`src/rtl/fsm_full.sv`:
```
// Four-agent fixed-priority arbiter without preemption; every grant is followed
// by at least one all-zero IDLE cycle before the next grant.
module fsm_full (
  input  logic clock,
  input  logic reset,
  input  logic req_0,
  input  logic req_1,
  input  logic req_2,
  input  logic req_3,
  output logic gnt_0,
  output logic gnt_1,
  output logic gnt_2,
  output logic gnt_3
);

  typedef enum logic [2:0] {
    IDLE = 3'd0,
    GNT0 = 3'd1,
    GNT1 = 3'd2,
    GNT2 = 3'd3,
    GNT3 = 3'd4
  } state_t;

  state_t     state;
  state_t     next_state;
  logic [3:0] gnt_q;
  logic [3:0] gnt_d;

  always_comb begin
    // NOTE: default assigned before the case so no path leaves next_state unassigned (no latch).
    next_state = IDLE;
    case (state)
      IDLE: begin
        if      (req_0) next_state = GNT0;
        else if (req_1) next_state = GNT1;
        else if (req_2) next_state = GNT2;
        else if (req_3) next_state = GNT3;
        else            next_state = IDLE;
      end
      GNT0:    next_state = req_0 ? GNT0 : IDLE;
      GNT1:    next_state = req_1 ? GNT1 : IDLE;
      GNT2:    next_state = req_2 ? GNT2 : IDLE;
      GNT3:    next_state = req_3 ? GNT3 : IDLE;
      default: next_state = IDLE;  // unused encodings fall back to IDLE
    endcase
  end

  // Grants are decoded from the next state so the registered grant always
  // matches the registered state on the same edge.
  always_comb begin
    gnt_d = 4'b0000;
    case (next_state)
      GNT0:    gnt_d = 4'b0001;
      GNT1:    gnt_d = 4'b0010;
      GNT2:    gnt_d = 4'b0100;
      GNT3:    gnt_d = 4'b1000;
      default: gnt_d = 4'b0000;
    endcase
  end

  // NOTE: sequential state uses non-blocking assignments so all registers update together.
  always_ff @(posedge clock or negedge reset) begin
    if (!reset) begin
      state <= IDLE;
      gnt_q <= 4'b0000;
    end else begin
      state <= next_state;
      gnt_q <= gnt_d;
    end
  end

  assign gnt_0 = gnt_q[0];
  assign gnt_1 = gnt_q[1];
  assign gnt_2 = gnt_q[2];
  assign gnt_3 = gnt_q[3];

endmodule

```
`config.mk`:
```
export PLATFORM = sky130hd
export DESIGN_NAME = fsm_full
export DESIGN_NICKNAME = d
export VERILOG_FILES = /design/src/rtl/fsm_full.sv
export SDC_FILE = /design/constraint.sdc
export NUM_CORES = 1
export LEC_CHECK = 0
export CELL_PAD_IN_SITES_DETAIL_PLACEMENT = 1
export CELL_PAD_IN_SITES_GLOBAL_PLACEMENT = 2
export CORE_AREA = 4 4 41 43
export DETAILED_ROUTE_END_ITERATION = 12
export DIE_AREA = 0 0 45 47
export GPL_ROUTABILITY_DRIVEN = 0
export PLACE_DENSITY = 0.68
export REMOVE_ABC_BUFFERS = 1
export SLEW_MARGIN = 40
export SYNTH_ARGS = -nofsm -noshare
export SYNTH_HDL_FRONTEND = slang
export SYNTH_SLANG_ARGS = --single-unit
```
`constraint.sdc`:
```
create_clock -name clock -period 1.16 [get_ports clock]
set_input_delay 0.29 -clock clock [delete_from_list [all_inputs] [get_ports clock]]
set_output_delay 0.29 -clock clock [all_outputs]
set_load 0.03 [all_outputs]
```
==> results.json <==
{
  "cts_inserted_buffers": 3,
  "die_y_um": 47,
  "post-cts-setup-buffers": 0,
  "ys_seq_elements": 7,
  "grt_max_degree": 10,
  "critPathKind": "flip-flop to flip-flop",
  "area_growth_pct": 45.9,
  "cts_root_buffer": "clkbuf_4",
  "die_area_um2": 2120,
  "hp-class": "input pin to async pin",
  "post_drt_wl_per_cell_um": 12.3,
  "num_antenna_cells": 0,
  "leakage_nw": 0.214,
  "num_rows": 13,
  "worst_pin_slew_ns": 0.307,
  "hpwl_um": 553,
  "layout.nets": 47,
  "postCtsHoldBufs": 0,
  "place_area_um2": 413,
  "grt_pass1_wl_um": 1190,
  "layout-drive-gt1-share": 0.425,
  "status": "completed",
  "cap_violations": 0,
  "io_buffers": 9,
  "antenna_found_initial": 0,
  "synth_top_family_by_area": "simple AND/OR/NAND/NOR gates",
  "period_share": 0.917,
  "synth-xor-area-share": 0,
  "cts_sinks": 7,
  "synthMuxAreaShare": 0,
  "synthAdderAreaFrac": 0,
  "cts_max_level": 1,
  "syn-cell-area_um2": 322,
  "pre_cts_slack_ns": -0.314,
  "finalPower_mw": 0.835,
  "fin_crit_ns": 1.06,
  "skew_ns": 0.00398,
  "syn_area_per_cell_um2": 11.9,
  "tns_ns": 0,
  "coreArea_um2": 1300,
  "setup_slack_ns": 0.0967,
  "ios": 10,
  "fin_util": 0.361,
  "synth.yosys.seq_area_share": 0.545,
  "cts.clk_slew.worst_paths_ns": 0.05,
  "clock.fmax_ghz": 0.940,
  "final_cells": 55,
  "max_slew_margin": 0.795,
  "worst-path-max-fanout": 9,
  "clk_latency_ns": 0.24,
  "finalMaxSlewViolations": 0,
  "first_pass_iters": 2,
  "holdWs_ns": 0.304,
  "grt_overflow_total": 0,
  "yosys.area_share.simple": 0.288,
  "cts_max_path_buffers": 2,
  "wirelength_um": 674,
  "ir_worst_vdd_v": 0.000438,
  "vias_per_cell": 4.62,
  "dp_cells": 51,
  "yosys.cell_types.count": 13,
  "grt_pass1_vias": 276,
  "worstPathRequired_ns": 1.33,
  "synth_compound_area_frac": 0.0973,
  "drc": 0,
  "initial_core_util": 0.247,
  "final_area_um2": 469,
  "drtIter0Drc": 2,
  "vias": 254,
  "grt_setup_unrepaired": "no",
  "yosys_warnings": 0,
  "drtAntennaViolNets": 0,
  "cellPowerDensity_nw_per_um2": 1780,
  "syn_inst": 27,
  "finalHoldViolations": 0,
  "setup_viol": 0,
  "cp.arrival_ns": 1.23,
  "crit_path_end_kind": "flip-flop",
  "grt_usage": 0.0811,
  "die_x_um": 45,
  "critPathLaunchType": "flip-flop",
  "cts_tree": "built",
  "fillers": 156
}
placed cells by master (no fill, tap or decap):
master and n:
nor3_1 1, nor4b_2 2, a21oi_2 1, a21oi_1 2
nor3_2 1, clkbuf_4 3, buf_4 6, nand2b_1 2
clkdlybuf4s50_1 2, dfrtp_1 5, dlygate4sd2_1 1, dlymetal6s2s_1 2
nor2_1 4, o22ai_1 1, a31oi_1 1, nand3b_1 1
dfrtp_2 2, nor4b_4 1, nor4_2 1, clkbuf_1 1
critical path: stages, from the launching register on:
cell and delay, ns:
dfrtp_2 0.49, nor4b_4 0.29, a31oi_1 0.08, a21oi_2 0.14
layer usage:
metal	track usage	routed length [µm]
met1	0.0812	278
met5	0	0
met4	0.0702	0
met2	0.147	361
met3	0.0115	34
logic make-up (layout without fill, tap and decap cells):
kind of cell    Yosys count  in the layout
compound gates            5              5
buf+inv                   2             15
simple gates             13             13
flops                     7              7
cell usage after synthesis, drive strengths merged:
library cell,n,area [µm²]
a31oi,1,6.26
nand3b,1,7.51
o22ai,1,6.26
nor2,4,15.0
nor3,2,10.0
nor4,1,6.26
nor4b,3,41.3
a21oi,3,18.8
buf,2,22.5
dfrtp,7,175
nand2b,2,12.5
path summary, 6_finish.rpt:
path / startpoint / slack (ns) / cells after the start / to
worst max register to register: state[0] / 0.1 / 3 / state[1]
worst min register to register: state[2] / 0.52 / 1 / state[1]
min in group clock: req_1 / 0.46 / 3 / state[1]
worst max-delay path: state[0] / 0.1 / 3 / state[1]
worst min-delay path: reset / 0.30 / 1 / gnt_q[3]
max in group asynchronous: reset / 0.60 / 1 / state[0]
power breakdown:
| part | switching (mW) | internal (mW) | total, mW |
|---|---|---|---|
| Clock | 0.0749 | 0.130 | 0.205 |
| Sequential | 0.0966 | 0.299 | 0.395 |
| Combinational | 0.117 | 0.118 | 0.234 |
| Total | 0.288 | 0.547 | 0.835 |
timing repair:
action	CTS	global route
pin swaps	0	0
endpoints found under the setup margin	3	5
gates resized for setup	2	7
final cells by class:
| cell class | count | area [µm²] | area share |
|---|---|---|---|
| clock buffer | 4 | 26.3 | 0.0560 |
| timing repair buffer | 11 | 98.8 | 0.211 |
| multi-input combinational | 18 | 148 | 0.315 |
| sequential | 7 | 178 | 0.379 |
| tap | 15 | 18.8 | 0.0400 |
state kept, by name, indices dropped and copies added, names as in the netlist:
name and count:
gnt_q 4, state 3
No activity file was read; power rests on OpenSTA's default activity.
